File: src/rtl/seg_scan_driver.sv
// -----------------------------------------------------------------------------
// seg_scan_driver
//
// Time-multiplexed 7-segment display driver. DIGITS hex digits share one
// segment bus; a free-running prescaler sets the slot length and the PWM phase,
// and one anode is enabled per slot. Display content comes from shadow
// registers captured on 'load', so the upstream datapath may change its
// outputs freely between loads.
//
// Ports
//   clk        : system clock, rising edge
//   clr        : asynchronous active-low reset; darkens the display at once
//   load       : capture digits_in / dp_in / blank_in / lz_en into shadow
//   digits_in  : 4*DIGITS hex nibbles, digit k = [4k+3:4k], digit 0 rightmost
//   dp_in      : per-digit decimal point request
//   blank_in   : per-digit force-dark (segments and decimal point)
//   lz_en      : leading-zero suppression enable
//   brightness : PWM level, 0 = dimmest lit, all-ones = always on
//   seg        : {a,b,c,d,e,f,g}, polarity per SEG_ACT_LO
//   dp         : decimal point, polarity per SEG_ACT_LO
//   anode_sig  : one-hot digit enable, polarity per AN_ACT_LO
//   scan_idx   : index of the digit currently driven
// -----------------------------------------------------------------------------
module seg_scan_driver #(
    parameter int unsigned DIGITS     = 4,
    parameter int unsigned DIV_WIDTH  = 16,
    parameter int unsigned PWM_BITS   = 3,
    parameter bit          SEG_ACT_LO = 1'b1,
    parameter bit          AN_ACT_LO  = 1'b1
) (
    input  logic                        clk,
    input  logic                        clr,
    input  logic                        load,
    input  logic [4*DIGITS-1:0]         digits_in,
    input  logic [DIGITS-1:0]           dp_in,
    input  logic [DIGITS-1:0]           blank_in,
    input  logic                        lz_en,
    input  logic [PWM_BITS-1:0]         brightness,
    output logic [6:0]                  seg,
    output logic                        dp,
    output logic [DIGITS-1:0]           anode_sig,
    output logic [$clog2(DIGITS)-1:0]   scan_idx
);

    localparam int unsigned IDX_W = $clog2(DIGITS);
    localparam logic [IDX_W-1:0] LAST_IDX = IDX_W'(DIGITS - 1);

    // Inactive levels of the pins, used on reset and when a digit is dark.
    localparam logic [6:0]        SEG_OFF = {7{SEG_ACT_LO}};
    localparam logic              DP_OFF  = SEG_ACT_LO;
    localparam logic [DIGITS-1:0] AN_OFF  = {DIGITS{AN_ACT_LO}};

    // Active-high segment pattern, bit 6 = a ... bit 0 = g.
    function automatic logic [6:0] hex_to_seg(input logic [3:0] nib);
        logic [6:0] pat;
        case (nib)
            4'h0: pat = 7'h7E;
            4'h1: pat = 7'h30;
            4'h2: pat = 7'h6D;
            4'h3: pat = 7'h79;
            4'h4: pat = 7'h33;
            4'h5: pat = 7'h5B;
            4'h6: pat = 7'h5F;
            4'h7: pat = 7'h70;
            4'h8: pat = 7'h7F;
            4'h9: pat = 7'h7B;
            4'hA: pat = 7'h77;
            4'hB: pat = 7'h1F;
            4'hC: pat = 7'h4E;
            4'hD: pat = 7'h3D;
            4'hE: pat = 7'h4F;
            default: pat = 7'h47;
        endcase
        return pat;
    endfunction

    // Shadow copy of the display content.
    logic [4*DIGITS-1:0] sh_digits;
    logic [DIGITS-1:0]   sh_dp;
    logic [DIGITS-1:0]   sh_blank;
    logic                sh_lz;

    // Scan state. cur_idx is the live slot; scan_idx is its registered echo
    // so that it lines up with seg/dp/anode_sig.
    logic [DIV_WIDTH-1:0] prescaler;
    logic [IDX_W-1:0]     cur_idx;

    // Next values of the output registers.
    logic [6:0]        seg_next;
    logic              dp_next;
    logic [DIGITS-1:0] an_next;

    always_comb begin
        logic [DIGITS-1:0] suppress;
        logic              higher_clear;
        logic [3:0]        nib;
        logic [3:0]        cur_nib;
        logic              cur_dp;
        logic              cur_blank;
        logic              cur_dark;
        logic              pwm_on;
        logic [6:0]        pattern;
        logic [DIGITS-1:0] onehot;

        // NOTE: every variable assigned in this block gets a default first so
        // no path leaves it holding a previous value, which would infer a latch.
        suppress     = '0;
        higher_clear = 1'b1;
        nib          = '0;
        cur_nib      = '0;
        cur_dp       = 1'b0;
        cur_blank    = 1'b0;
        cur_dark     = 1'b0;
        onehot       = '0;

        // Leading-zero walk from the most significant digit downwards: a zero
        // digit is suppressed only while everything above it is zero or
        // blanked. Digit 0 is left out so a value of zero still shows "0".
        for (int k = DIGITS - 1; k >= 1; k--) begin
            nib         = sh_digits[4*k +: 4];
            suppress[k] = sh_lz && higher_clear && (nib == 4'h0);
            higher_clear = higher_clear && ((nib == 4'h0) || sh_blank[k]);
        end

        for (int k = 0; k < DIGITS; k++) begin
            if (cur_idx == IDX_W'(k)) begin
                cur_nib   = sh_digits[4*k +: 4];
                cur_dp    = sh_dp[k];
                cur_blank = sh_blank[k];
                cur_dark  = sh_blank[k] | suppress[k];
            end
        end

        // The top PWM_BITS of the prescaler form a sawtooth within the slot;
        // the anode is enabled for the low part of it.
        pwm_on = (prescaler[DIV_WIDTH-1 -: PWM_BITS] <= brightness);

        for (int k = 0; k < DIGITS; k++) begin
            onehot[k] = pwm_on && (cur_idx == IDX_W'(k));
        end

        // A suppressed digit keeps its decimal point; a blanked one does not.
        pattern  = cur_dark ? 7'h00 : hex_to_seg(cur_nib);
        seg_next = pattern ^ SEG_OFF;
        dp_next  = (cur_dp & ~cur_blank) ^ DP_OFF;
        an_next  = onehot ^ AN_OFF;
    end

    // Segments, anodes and scan_idx are all registered from the same
    // snapshot of state, so an anode can never pair with stale segments.
    // NOTE: sequential state uses non-blocking assignments so every register
    // samples the pre-edge values regardless of statement order.
    always_ff @(posedge clk or negedge clr) begin
        if (!clr) begin
            sh_digits <= '0;
            sh_dp     <= '0;
            sh_blank  <= '0;
            sh_lz     <= 1'b0;
            prescaler <= '0;
            cur_idx   <= '0;
            seg       <= SEG_OFF;
            dp        <= DP_OFF;
            anode_sig <= AN_OFF;
            scan_idx  <= '0;
        end else begin
            if (load) begin
                sh_digits <= digits_in;
                sh_dp     <= dp_in;
                sh_blank  <= blank_in;
                sh_lz     <= lz_en;
            end

            prescaler <= prescaler + 1'b1;
            if (prescaler == '1) begin
                cur_idx <= (cur_idx == LAST_IDX) ? '0 : cur_idx + 1'b1;
            end

            seg       <= seg_next;
            dp        <= dp_next;
            anode_sig <= an_next;
            scan_idx  <= cur_idx;
        end
    end

endmodule

File: config.mk
export PLATFORM = sky130hd
export DESIGN_NAME = seg_scan_driver
export DESIGN_NICKNAME = d
export VERILOG_FILES = /design/src/rtl/seg_scan_driver.sv
export SDC_FILE = /design/constraint.sdc
export NUM_CORES = 1
export LEC_CHECK = 0
export ABC_AREA = 0
export BUFFER_PORTS_ARGS = -buffer_cell sky130_fd_sc_hd__buf_4
export CORE_UTILIZATION = 55
export CTS_CLUSTER_SIZE = 14
export DETAILED_ROUTE_END_ITERATION = 8
export PLACE_DENSITY = 0.78
export REMOVE_ABC_BUFFERS = 1
export SYNTH_ARGS = -nofsm -noshare
export SYNTH_HDL_FRONTEND = slang
export SYNTH_SLANG_ARGS = --single-unit
export TNS_END_PERCENT = 1
File: constraint.sdc
create_clock -name clk -period 3 [get_ports clk]
set_clock_uncertainty 0.15 [all_clocks]
set_input_delay 0.6 -clock clk [delete_from_list [all_inputs] [get_ports clk]]
set_output_delay 0.6 -clock clk [all_outputs]
set_load 0.02 [all_outputs]
==> Word-level counts from Yosys, hierarchy flattened <==
Memory sizes are Yosys's and may differ from the RTL's.
Index checks and enable logic that the tools add are counted.
{ "totals": {"mem_count": 1, "inputBits": 31, "mem_bits_rw": 0, "mem_bits_ro": 112, "reg_bits": 57, "latch_bits": 0} }
{ "classes": {"n_shift": 0, "bitwise_logic": 8, "order_cmp": 1, "div": 0, "multipliers": 0, "addsub": 2, "eq_ne": 4, "reduce_logical": 16, "muxes": 17} }
{ "mem_list": {"columns": ["name", "depth", "word_bits", "rd", "rd_ports_with_merged_regs", "write_ports", "line_no", "rtl"], "rows": [
  ["(name not given)", 16, 7, 1, 0, 0, "56", "case (nib)"]
]} }
{ "op_table": {"columns": ["operator", "n"], "rows": [
  ["adder 16 x 1 -> 16 bit (second input constant)", 1],
  ["equality test 16 bit (second input constant)", 1],
  ["two-way mux 4 bit", 4],
  ["logical NOT 4 bit", 3],
  ["two-way mux 1 bit", 11],
  ["logical AND 1 bit", 10],
  ["two-way mux 7 bit", 1],
  ["NOT 7 bit", 1],
  ["equality test 2 bit (second input constant)", 2],
  ["NOT 4 bit", 1],
  ["less-or-equal comparator 3 bit", 1],
  ["OR 1 bit", 3],
  ["adder 2 x 1 -> 2 bit (second input constant)", 1],
  ["equality test 2 x 1 -> 1 bit (second input constant)", 1],
  ["logical NOT 2 bit", 1],
  ["logical OR 1 bit", 2],
  ["two-way mux 2 bit", 1],
  ["NOT 1 bit", 2],
  ["bitwise AND 1 bit", 1]
]} }

==> Depth between registers and ports, before layout <==
{ "depth": {"word_depth": 11, "mapped_depth": 13} }

==> Least setup slack after synthesis <==
Ideal clock, no wire load.
{ "synth_path": {"path_kind": "flip-flop to flip-flop", "from": "register cur_idx[1]", "to": "register seg[1]", "arrival_time_ps": 2113, "slack_ps": 633, "path_buffers": 2, "setup_ps": 104, "synth_period_minus_slack_ps": 2367, "stages_incl_launch_ff": 14, "cell_sequence": "dfrtp_1 -> inv_1 -> ha_1 -> buf_4 -> nor2b_1 -> buf_2 -> a22o_1 -> o221ai_2 -> inv_1 -> ha_1 -> inv_1 -> nor3_1 -> o21ai_0 -> o211ai_1"} }
{ "synth_between": {"elab_chain_len": 8} }
{ "synth_lines": {"columns": ["element", "line_no", "rtl"], "rows": [
  ["start: declaration", "86", "logic [IDX_W-1:0] cur_idx;"],
  ["start signal: assignment", "175", "cur_idx <= (cur_idx == LAST_IDX) ? '0 : cur_idx + 1'b1;"],
  ["logical NOT 2 bit", "126", "if (cur_idx == IDX_W'(k)) begin"],
  ["two-way mux 4 bit (4 in series)", "126", null],
  ["memory read (16 x 7 bit)", null, null],
  ["two-way mux 7 bit *", "143", "pattern = cur_dark ? 7'h00 : hex_to_seg(cur_nib);"],
  ["NOT 7 bit (no source line) *", null, null],
  ["via seg_next[1]", "89", "logic [6:0] seg_next;"],
  ["end signal: assignment", "178", "seg <= seg_next;"],
  ["end: declaration", "39", "output logic [6:0] seg,"]
]} }
Mark *: on every way through the listed nets, which the timed path passes. The rest lies on a longest branch.
A chain may end at the register's enable or synchronous reset.

==> Worst setup path after layout <==
{ "layout_path": {"from": "register cur_idx[0]", "to": "register seg[1]"} }
Same word-level chain as after synthesis.

==> impl_metrics.ini <==
[detailed_routing]
dr.pass1.iters = 4
antenna_left = 0
drt-total-wl_um = 4933
drtIter0Drc = 174
drc_errors = 0
vias = 1869
drt-wirelength-per-cell_um = 14.26
viasPerCell = 5.402

[synth]
synth_seq_cells = 57
synth.area.mux_share_pct = 11.24
avgSynthCellArea_um2 = 12.07
synth_area_um2 = 2704
synthTopCellsByArea = dfrtp_1 42%, dfstp_2 12%, mux2_2 11%
yosys.area.top_type = dfrtp_1
synthCells = 224
synth_top_family_by_area = multiplexers
synth_edf_count = 0
synth_fa_ha_area_share_pct = 6.478
synth-compound-area-share_pct = 10.87
yosysWarnings = 0
synth_common_cells = 45 x dfrtp_1, 27 x mux2_2, 15 x nand2_1, 14 x ha_1, 13 x inv_1
ys.flop_type = dfrtp_1
seq_area_frac_synth_pct = 53.31
synth_top_area_share_pct = 41.65
synth.most_common_cell = dfrtp_1
synthDistinctLibCells = 48
yosys.area_share.simple_pct = 10.46
synth_xor_area_share_pct = 4.535
async_reset_ff_share_pct = 100.0

[pwr]
p_int_w = 0.001369
p_sw_w = 0.0004275
peakVddDrop_mv = 0.3304
switching_share_pct = 23.79
p_leak_nw = 1.489
sequentialPowerShare_pct = 48.1
comb_power_share_pct = 12.4
power_density_nw_per_um2 = 545.7
power_frac_clock_pct = 39.6

[clocking]
cts_tree = yes
cts.sinks = 57
clockBufferDepth = 2
ctsHoldBuffers = 0
cts-htree-levels = 3
worstSkewPairLatency_ns = 0.34
cts_buffers = 9
clk_pin_slew_ns = 0.07
cts_root_buf = clkbuf_8

[place]
place.gp.congestion = 0.9300
portBuffers = 44
dp.cells = 330
dp_hpwl_um = 3588

[hold_path]
hp-class = in2async

[sta]
setup_violations = 0
fmax_mhz = 376.2
period_share_pct = 88.62
report.final.slew_viol_count = 0
worstMarginPinSlew_ns = 0.6714
finalSetupTns_ns = 0
period_needed_ns = 2.658
rsz0062_at_grt = no
hold_viol = 0
maxSlewHeadroom_pct = 55.24

[floorplan]
dieHeight_um = 72.12
core_um2 = 4723
ios = 45
initial_core_util_pct = 57.25
fp.dieW_um = 72.12
rows = 25
dieArea_um2 = 5201

[finish]
antenna_cells = 0
drive_gt1_share_pct = 37.99
area_growth_pct = 21.75
finalNonFillerCells = 346
nFillCells = 372
nNetsFinal = 319

[setup_path]
r2r-end = seg[1]$_DFF_PN1_
critical_path_class = reg2reg
regToRegSetupSlack_ns = 0.34
cp_max_fo = 8
crit_path_end_kind = register
r2r-start = cur_idx[0]$_DFFE_PN0N_
crit_arrival_ns = 2.76
worstSetupStartpointType = register
r2r_cells = 11
required_ns = 3.10

[global_route]
grtUsageTotal_pct = 21.95
gr-total-overflow = 0
first_global_vias = 1844
antenna_found_initial = 0
grt_pass1_wl_um = 8328
grt_start_max_net_pins = 58

[status]
status = complete, no violations

[job]
drv_cap = 0
worst max path at each step:
stage	depth (start not counted)	slack, ns	from	to
2_1_floorplan	10	0.58	cur_idx[0]$_DFFE_PN0N_	seg[2]$_DFF_PN1_
3_3_place_gp	11	0.39	cur_idx[0]$_DFFE_PN0N_	seg[1]$_DFF_PN1_
3_5_place_dp	11	0.28	cur_idx[0]$_DFFE_PN0N_	seg[1]$_DFF_PN1_
4_1_cts	11	0.25	cur_idx[0]$_DFFE_PN0N_	seg[1]$_DFF_PN1_
5_1_grt	10	0.13	cur_idx[0]$_DFFE_PN0N_	seg[2]$_DFF_PN1_
6_report	11	0.34	cur_idx[0]$_DFFE_PN0N_	seg[1]$_DFF_PN1_
routing by layer:
layer | vias up | global-route usage (%) | wire, um | share of wire [%]
met1 | 902 | 29.33 | 2341 | 47
met3 | 10 | 6.111 | 230 | 4.7
met2 | 56 | 31.78 | 2226 | 45
met4 | 0 | 13.73 | 133 | 2.7
met5 | - | 0 | 0 | 0
li1 | 901 | - | - | -
what timing repair did:
action,CTS,global route
buffers inserted,0,0
gates resized for setup,0,1
hold endpoints to repair,0,0
setup endpoints to repair,0,2
power groups by stage:
| stage | clock (W) | sequential [W] | combinational [W] |
|---|---|---|---|
| after global placement | 0 | 0.000876 | 0.000224 |
| after floorplan | 0 | 0.000890 | 0.000106 |
| after CTS | 0.000725 | 0.000864 | 0.000224 |
| after global routing | 0.000753 | 0.000869 | 0.000247 |
| final | 0.000711 | 0.000864 | 0.000222 |
| after detailed placement | 0 | 0.000877 | 0.000223 |
registers in the layout, summed over array words and instances, names as in the netlist:
name       flops
prescaler     16
sh_digits     16
seg            7
anode_sig      4
sh_blank       4
sh_dp          4
cur_idx        2
scan_idx       2
dp             1
sh_lz          1
final cells by class:
type	instances	area, um^2	area share (%)
multi-input combinational	148	1181	35.88
sequential	57	1441	43.79
clock buffer	13	158.9	4.827
tap	67	83.83	2.547
clock inverter	3	40.04	1.216
timing repair buffer	45	337.8	10.26
inverter	13	48.80	1.482
logic make-up (layout without fill, tap and decap cells):
logic type,Yosys count,in the layout
and+or+nand+nor,53,53
xor gates and xnor gates,14,14
muxes,27,27
DFF,57,57
buffers and inverters,19,74
adders and majority gates,14,14
AOI/OAI and AO/OA,40,40
worst max-delay path, cell delays in order (launching register included):
cell and delay [ns]:
dfrtp_1 0.43, inv_1 0.09, ha_1 0.30, or2_4 0.29, a221oi_1 0.22, nor2_1 0.17
inv_1 0.13, ha_1 0.20, inv_1 0.07, nor3_1 0.25, o21ai_0 0.13, o211ai_1 0.13
cell usage in the layout (no fill, tap or decap), drive strengths merged, types with 4 or more instances in the layout:
cell and instances:
a21oi 8, buf 45, clkbuf 13, dfrtp 45, dfstp 12, ha 14
inv 13, mux2 27, nand2 15, nand3 6, nand4 5, nor2 8
o211ai 4, o21ai 7, o221ai 4, xnor2 11
stage by stage:
step / instance area [um^2] / util [%] / worst slack [ns] / total power, W / hold WS, ns
6_report: 3292 / 69.70 / 0.3415 / 0.001797 / 0.1572
2_1_floorplan: 2669 / - / 0.5816 / 0.0009961 / 0.1544
3_5_place_dp: 3090 / 65.43 / 0.2756 / 0.001100 / 0.3141
3_3_place_gp: 3090 / 65.43 / 0.3905 / 0.001100 / 0.2796
4_1_cts: 3289 / 69.64 / 0.2459 / 0.001814 / 0.1677
5_1_grt: 3292 / 69.70 / 0.1291 / 0.001869 / 0.2083
(Power assumes the default switching activity.)
